==> src/rtl/pattern_stream_ctrl.sv <==
// Feeds words bit-serially into a single-bit Moore pattern detector and returns the per-word match count.
// Optional statistics outputs (stat_words, stat_matches) are built when PATTERN_STREAM_CTRL_STATS_EN is defined.
module pattern_stream_ctrl #(
   parameter int WIDTH     = 8,
   parameter bit LSB_FIRST = 1'b0,
   localparam int CW       = $clog2(WIDTH + 1)
) (
   input  logic             clk,
   input  logic             reset,
   input  logic [WIDTH-1:0] in_data,
   input  logic             in_valid,
   output logic             in_ready,
   output logic             det_a,
   output logic             det_reset,
   input  logic             det_y,
   output logic [CW-1:0]    out_count,
   output logic             out_valid,
   input  logic             out_ready
`ifdef PATTERN_STREAM_CTRL_STATS_EN
   ,
   output logic [15:0]      stat_words,
   output logic [15:0]      stat_matches
`endif
);

   typedef enum logic [1:0] {IDLE, SHIFT, DRAIN, DONE} state_t;

   localparam logic [CW-1:0] WIDTH_C = CW'(WIDTH);

   state_t           state;
   logic [WIDTH-1:0] shreg;
   logic [WIDTH-1:0] shreg_shifted;
   logic [CW-1:0]    bitcnt;
   logic [CW-1:0]    count;
   logic [CW-1:0]    count_sampled;

   function automatic logic head_bit(input logic [WIDTH-1:0] w);
      return LSB_FIRST ? w[0] : w[WIDTH-1];
   endfunction

   // count_sampled is the running count with the current det_y folded in, saturating at WIDTH.
   always_comb begin
      shreg_shifted = LSB_FIRST ? (shreg >> 1) : (shreg << 1);
      count_sampled = count;
      if (det_y && (count != WIDTH_C))
         count_sampled = count + 1'b1;
   end

`ifdef PATTERN_STREAM_CTRL_STATS_EN
   logic [16:0] matches_sum;
   assign matches_sum = {1'b0, stat_matches} + 17'(out_count);
`endif

   // NOTE: every output is a register loaded with the value belonging to the state being
   // entered, so outputs change only at the clock edge and det_y never reaches a port directly.
   always_ff @(posedge clk) begin
      if (!reset) begin
         state     <= IDLE;
         in_ready  <= 1'b0;
         out_valid <= 1'b0;
         out_count <= '0;
         det_reset <= 1'b1;
         det_a     <= 1'b0;
         shreg     <= '0;
         bitcnt    <= '0;
         count     <= '0;
`ifdef PATTERN_STREAM_CTRL_STATS_EN
         stat_words   <= '0;
         stat_matches <= '0;
`endif
      end else begin
         unique case (state)
            IDLE: begin
               if (in_valid && in_ready) begin
                  shreg     <= in_data;
                  count     <= '0;
                  bitcnt    <= WIDTH_C;
                  det_a     <= head_bit(in_data);
                  det_reset <= 1'b0;
                  in_ready  <= 1'b0;
                  state     <= SHIFT;
               end else begin
                  in_ready <= 1'b1;
               end
            end
            SHIFT: begin
               // The first SHIFT cycle still shows the detector's reset output.
               if (bitcnt != WIDTH_C)
                  count <= count_sampled;
               shreg  <= shreg_shifted;
               bitcnt <= bitcnt - 1'b1;
               if (bitcnt == CW'(1)) begin
                  det_a <= 1'b0;
                  state <= DRAIN;
               end else begin
                  det_a <= head_bit(shreg_shifted);
               end
            end
            DRAIN: begin
               out_count <= count_sampled;
               out_valid <= 1'b1;
               det_reset <= 1'b1;
               state     <= DONE;
            end
            DONE: begin
               if (out_ready) begin
                  out_valid <= 1'b0;
                  in_ready  <= 1'b1;
                  state     <= IDLE;
`ifdef PATTERN_STREAM_CTRL_STATS_EN
                  if (stat_words != 16'hFFFF)
                     stat_words <= stat_words + 16'd1;
                  stat_matches <= matches_sum[16] ? 16'hFFFF : matches_sum[15:0];
`endif
               end
            end
         endcase
      end
   end

endmodule
==> config.mk <==
export PLATFORM = sky130hd
export DESIGN_NAME = pattern_stream_ctrl
export DESIGN_NICKNAME = d
export VERILOG_FILES = /design/src/rtl/pattern_stream_ctrl.sv
export SDC_FILE = /design/constraint.sdc
export NUM_CORES = 1
export LEC_CHECK = 0
export ABC_CLOCK_PERIOD_IN_PS = 3700
export CAP_MARGIN = 20
export CELL_PAD_IN_SITES_DETAIL_PLACEMENT = 1
export CELL_PAD_IN_SITES_GLOBAL_PLACEMENT = 2
export CORE_ASPECT_RATIO = 0.75
export CORE_MARGIN = 2
export CORE_UTILIZATION = 34
export DETAILED_ROUTE_END_ITERATION = 7
export PLACE_DENSITY = 0.91
export SYNTH_ARGS = -nofsm -noshare
export SYNTH_HDL_FRONTEND = slang
export SYNTH_SLANG_ARGS = --single-unit
==> constraint.sdc <==
create_clock -name clk -period 3.7 [get_ports clk]
set_input_delay 1.11 -clock clk [delete_from_list [all_inputs] [get_ports clk]]
set_output_delay 1.11 -clock clk [all_outputs]
set_load 0.03 [all_outputs]
# After elaboration in Yosys (flattened, before gate mapping)
# Index checks and enable logic that the tools add are counted.
[word_totals]
inputBits = 13
ff_bits = 25
wordCells = 56
output_inout_bits = 8
[classes]
reduce_logical = 13
n_eq_ne = 10
n_mux = 22
add_sub_neg = 2
[ops]
columns = ["cell", "n"]
rows = [
  ["two-way mux 4 bit", 4],
  ["case mux 4 bit (2 select lines)", 2],
  ["case mux 7 bit (2 select lines)", 1],
  ["inequality test 2 bit (second input constant)", 4],
  ["inequality test 4 bit (second input constant)", 2],
  ["case mux 1 bit (2 select lines)", 4],
  ["case mux 2 bit (4 select lines)", 1],
  ["AND reduction 2 bit", 4],
  ["nonzero test 2 bit", 4],
  ["two-way mux 7 bit", 1],
  ["two-way mux 1 bit", 6],
  ["two-way mux 2 bit", 3],
  ["AND reduction 3 bit", 2],
  ["adder 4 x 1 -> 4 bit (second input constant)", 1],
  ["equality test 2 bit (second input constant)", 2],
  ["equality test 4 x 1 -> 1 bit (second input constant)", 1],
  ["subtractor 4 x 1 -> 4 bit (second input constant)", 1],
  ["equality test 2 x 1 -> 1 bit (second input constant)", 1],
  ["logical AND 1 bit", 2],
  ["zero test 2 bit", 1],
]

# Logic depth before layout (Yosys ltp)
[depth]
depth_word = 5
depth_mapped = 8
depth_no_buf = 6

# Least setup slack after synthesis
# No wires, ideal clock.
[synth_timing]
path_kind = "input-to-reg"
start = "in in_valid"
end = "reg shreg[4]"
arrival_ps = 1824
path_buffers = 1
setup_time_ps = 86
required_time_ps = 3614
path_stages = 5
slack_ps = 1790
path_cell_list = "a21boi_2 nor2_2 buf_2 nor2_1 a211oi_1"
[synth_between]
elab_chain_len = 3
[synth_rtl]
columns = ["item", "line_no", "source"]
rows = [
  ["from (decl)", "11", "input logic in_valid,"],
  ["logical AND 1 bit", "74", "if (in_valid && in_ready) begin"],
  ["inequality test 2 bit (no line)", "n/a", ""],
  ["AND reduction 2 bit (no line)", "n/a", ""],
  ["to (signal assigned)", "75", "shreg <= in_data;"],
  ["to (signal assigned)", "90", "shreg <= shreg_shifted;"],
  ["to (decl)", "31", "logic [WIDTH-1:0] shreg;"],
]
# Every way passes these cells.
# A chain may end at the register's enable or synchronous reset.

# Worst setup path in the final report
[layout_timing]
start = "reg in_ready"
end = "out in_ready"
[layout_rtl]
columns = ["item", "line_no", "source"]
rows = [
  ["from (decl)", "12", "output logic in_ready,"],
  ["from (signal assigned)", "59", "in_ready <= 1'b0;"],
  ["from (signal assigned)", "80", "in_ready <= 1'b0;"],
  ["from (signal assigned)", "83", "in_ready <= 1'b1;"],
]
# No word-level cell between the ends.

==> flow_results.xml <==
<?xml version="1.0" encoding="UTF-8"?>
<metrics>
  <group name="synth">
    <metric name="portion_of_the_post_synthesis_area_used_by_sequential_elements" unit="%">38.5</metric>
    <metric name="synth.yosys.warnings" unit="">0</metric>
    <metric name="post_synth_instance_area" unit="um^2">1300</metric>
    <metric name="synth-edff-count" unit="">0</metric>
    <metric name="dominantRegCellSynth" unit="">sky130_fd_sc_hd__dfxtp_1</metric>
    <metric name="ys_async_sr_fraction" unit="%">0</metric>
    <metric name="post_synth_inst_count" unit="">145</metric>
    <metric name="synthesis.area_per_instance" unit="um^2">8.97</metric>
    <metric name="netlist-cell-type-count" unit="">36</metric>
    <metric name="synth.ff_latch_count" unit="">25</metric>
    <metric name="synthesis.nets" unit="">168</metric>
  </group>
  <group name="power">
    <metric name="p_per_area" unit="nW/um^2">788</metric>
    <metric name="cell_internal_pwr" unit="mW">0.707</metric>
    <metric name="clockPowerShare" unit="%">13.1</metric>
    <metric name="sw_frac_of_total" unit="%">43.5</metric>
    <metric name="seq_power_share" unit="%">34.3</metric>
    <metric name="p_leak" unit="nW">0.586</metric>
    <metric name="power.combinational.fraction" unit="%">52.6</metric>
    <metric name="worst_ir_drop_vdd" unit="mV">0.290</metric>
    <metric name="total_switching_power" unit="mW">0.544</metric>
  </group>
  <group name="global_routing">
    <metric name="grt_first_pass_wirelength" unit="mm">5.23</metric>
    <metric name="grt_antenna_before_repair" unit="">0</metric>
    <metric name="grt_max_degree" unit="">21</metric>
    <metric name="vias_in_the_first_global_route" unit="">1104</metric>
    <metric name="gr-usage-all-layers" unit="%">15.8</metric>
    <metric name="globalRoute.totalOverflow" unit="">0</metric>
  </group>
  <group name="setup_path">
    <metric name="timing_worst_setup_path_type" unit="">reg -&gt; out</metric>
    <metric name="critPathMaxStageDelay" unit="ps">710</metric>
    <metric name="cp-startpoint" unit="">in_ready</metric>
    <metric name="crit-reg2reg-launch" unit="">state[1]</metric>
    <metric name="cp-endpoint" unit="">in_ready</metric>
    <metric name="arrival" unit="ps">1420</metric>
    <metric name="worst-path-buf-inv" unit="">1</metric>
    <metric name="timing.reg2reg.setup_slack" unit="ps">1340</metric>
    <metric name="timing.critical_path.cells" unit="">clkdlybuf4s50_1</metric>
    <metric name="worst_r2r_endpoint" unit="">bitcnt[3]</metric>
    <metric name="slowest_stage_cell_crit_path" unit="">sky130_fd_sc_hd__clkdlybuf4s50_1</metric>
    <metric name="setup.worst_path.start_class" unit="">register</metric>
    <metric name="crit_required" unit="ps">2590</metric>
    <metric name="worstSetupPathDepth" unit="">1</metric>
    <metric name="setup.worst_path.end_class" unit="">output pin</metric>
    <metric name="worst_path_dominant_cell_family" unit="">buffers and inverters</metric>
    <metric name="ff2ff_path_depth" unit="">6</metric>
    <metric name="critical_path_fanout_max" unit="">5</metric>
  </group>
  <group name="floorplanning">
    <metric name="num_rows" unit="">19</metric>
    <metric name="die_area" unit="um^2">4340</metric>
    <metric name="design.portCount" unit="">21</metric>
    <metric name="chipHeight" unit="um">57.6</metric>
    <metric name="die_width" unit="um">75.4</metric>
    <metric name="floorplan.core_area" unit="um^2">3660</metric>
    <metric name="start_util" unit="%">35.5</metric>
  </group>
  <group name="clock_network">
    <metric name="postCtsSetupBuffers" unit="">0</metric>
    <metric name="ctsHoldBuffers" unit="">0</metric>
    <metric name="tritoncts" unit="">yes</metric>
    <metric name="post_cts_resized" unit="">0</metric>
    <metric name="clkSlewWorstSetupHoldPaths" unit="ps">90</metric>
    <metric name="cts_inserted_buffers" unit="">3</metric>
    <metric name="clkSinkCount" unit="">25</metric>
    <metric name="clock-root-buffer" unit="">sky130_fd_sc_hd__clkbuf_8</metric>
    <metric name="cts_max_level" unit="">1</metric>
    <metric name="insertion_delay" unit="ps">270</metric>
    <metric name="cts.path.max_buffers" unit="">2</metric>
  </group>
  <group name="placed_design">
    <metric name="portBuffers" unit="">20</metric>
    <metric name="finalWeightedCongestion" unit="">0.793</metric>
    <metric name="place.detailed.hpwl" unit="mm">2.32</metric>
    <metric name="pre_cts_ws" unit="ps">983</metric>
  </group>
  <group name="sta">
    <metric name="fin_tns_setup" unit="ps">0</metric>
    <metric name="timing.final.setup_violations" unit="">0</metric>
    <metric name="finalCriticalPeriod" unit="ps">2530</metric>
    <metric name="max_freq" unit="MHz">395</metric>
    <metric name="finalHoldViolations" unit="">0</metric>
    <metric name="unrepaired_setup_endpoints_after_global_routing" unit="">false</metric>
    <metric name="final_worst_path_period_share" unit="%">68.3</metric>
    <metric name="fin_skew" unit="ps">6.54</metric>
    <metric name="slew-limit-headroom" unit="%">45.5</metric>
    <metric name="worst_slew_pin_tran" unit="ps">818</metric>
    <metric name="postLayoutSetupSlackWorst" unit="ps">1170</metric>
    <metric name="finalMaxSlewViolations" unit="">0</metric>
  </group>
  <group name="routing">
    <metric name="drt_iter0_drc" unit="">67</metric>
    <metric name="avgViaCountPerCell" unit="">5.04</metric>
    <metric name="antenna_violating_nets_post_route" unit="">0</metric>
    <metric name="num_vias" unit="">1084</metric>
    <metric name="drtPass1Iterations" unit="">4</metric>
    <metric name="post-route-drc-count" unit="">0</metric>
    <metric name="totalWireLength" unit="mm">3.07</metric>
    <metric name="wire_per_inst" unit="um">14.3</metric>
  </group>
  <group name="finish">
    <metric name="synthesis_to_layout_area_growth" unit="%">21.9</metric>
    <metric name="antenna-diode-count" unit="">0</metric>
    <metric name="drive_gt1_share" unit="%">6.75</metric>
    <metric name="final.fill_count" unit="">452</metric>
    <metric name="finalNetCount" unit="">187</metric>
    <metric name="mostFrequentLayoutCell" unit="">sky130_fd_sc_hd__dfxtp_1</metric>
    <metric name="layout.cells.most_common_list" unit="">sky130_fd_sc_hd__dfxtp_1, sky130_fd_sc_hd__clkdlybuf4s50_1, sky130_fd_sc_hd__nor2_1</metric>
  </group>
  <group name="run">
    <metric name="cap_violations" unit="">0</metric>
  </group>
  <group name="outcome">
    <metric name="status" unit="">finished, final reports clean</metric>
  </group>
  <group name="min_path">
    <metric name="min-delay-path-class" unit="">reg -&gt; reg</metric>
  </group>
</metrics>
worst min-delay path by stage:
stage | from | slack, ps | to | cells past startpoint
4_1_cts | out_count[2] | 490 | out_count[2] | 2
3_5_place_dp | out_count[2] | 480 | out_count[2] | 2
2_1_floorplan | bitcnt[3] | 450 | bitcnt[3] | 1
6_report | out_count[2] | 490 | out_count[2] | 2
3_3_place_gp | out_count[2] | 460 | out_count[2] | 2
5_1_grt | out_count[2] | 510 | out_count[2] | 2
stage by stage:
step	std cells	hold WS (ps)	instance area [um^2]	power, mW	util [%]
after floorplan	145	454	1300	0.912	-
after detailed placement	211	478	1540	1.10	42.1
final	215	487	1590	1.25	43.3
after global placement	211	459	1540	1.06	42.1
after global routing	215	511	1590	1.35	43.3
after CTS	215	494	1590	1.27	43.3
area by class of cell:
class	count	area, um^2	area share [%]
clock buffer	3	41.3	2.60
tap	52	65.1	4.10
sequential	25	500	31.5
timing repair buffer	20	200	12.6
inverter	9	33.8	2.13
clock inverter	1	5.00	0.315
multi-input combinational	105	741	46.7
sequential cells by signal, summed over array words and instances, names as in the netlist:
register	flops
bitcnt	4
in_ready	1
state	2
det_reset	1
shreg	7
out_valid	1
out_count	4
det_a	1
count	4
power groups by stage:
| stage | logic, mW | registers [mW] | clock network (mW) |
|---|---|---|---|
| finish | 0.658 | 0.429 | 0.164 |
| global route | 0.722 | 0.444 | 0.188 |
| CTS | 0.665 | 0.429 | 0.173 |
| detailed placement | 0.661 | 0.434 | 0 |
| global placement | 0.630 | 0.428 | 0 |
| floorplan | 0.438 | 0.474 | 0 |
layer usage:
| metal | global-route usage (%) | wire length, um | up-vias |
|---|---|---|---|
| met5 | 0 | 0 | - |
| li1 | - | - | 553 |
| met1 | 22.1 | 1520 | 511 |
| met4 | 5.01 | 35 | 0 |
| met3 | 4.59 | 117 | 4 |
| met2 | 23.2 | 1400 | 16 |
cells by family (layout without fill, tap and decap cells):
family	Yosys count	after routing	synth area share (%)
XOR/XNOR	2	2	1.35
buffers and inverters	15	33	4.61
AND/OR/NAND/NOR	44	44	17.3
multiplexers	9	9	6.92
flip-flops	25	25	38.5
adder cells (fa/ha/maj)	10	10	9.62
AO/OA/AOI/OAI	40	40	21.7
cells in the mapped netlist (all sizes together) (2+ instances only):
cell type   n  share of area, %
nor3b       2               1.2
mux2i       9               6.9
nor3        2              0.77
nand2       6               1.7
a21oi      10               3.8
inv         9               2.6
nor2b       3               1.4
clkbuf      3              0.87
xnor2       2               1.3
nor2       20               6.0
ha         10               9.6
o21ai      10               3.8
and2        3               1.4
buf         3               1.2
a211oi      9               5.6
dfxtp      25                38
o32ai       2               1.3
o22ai       2              0.96
Note: power is estimated with default switching activity, not from simulation.
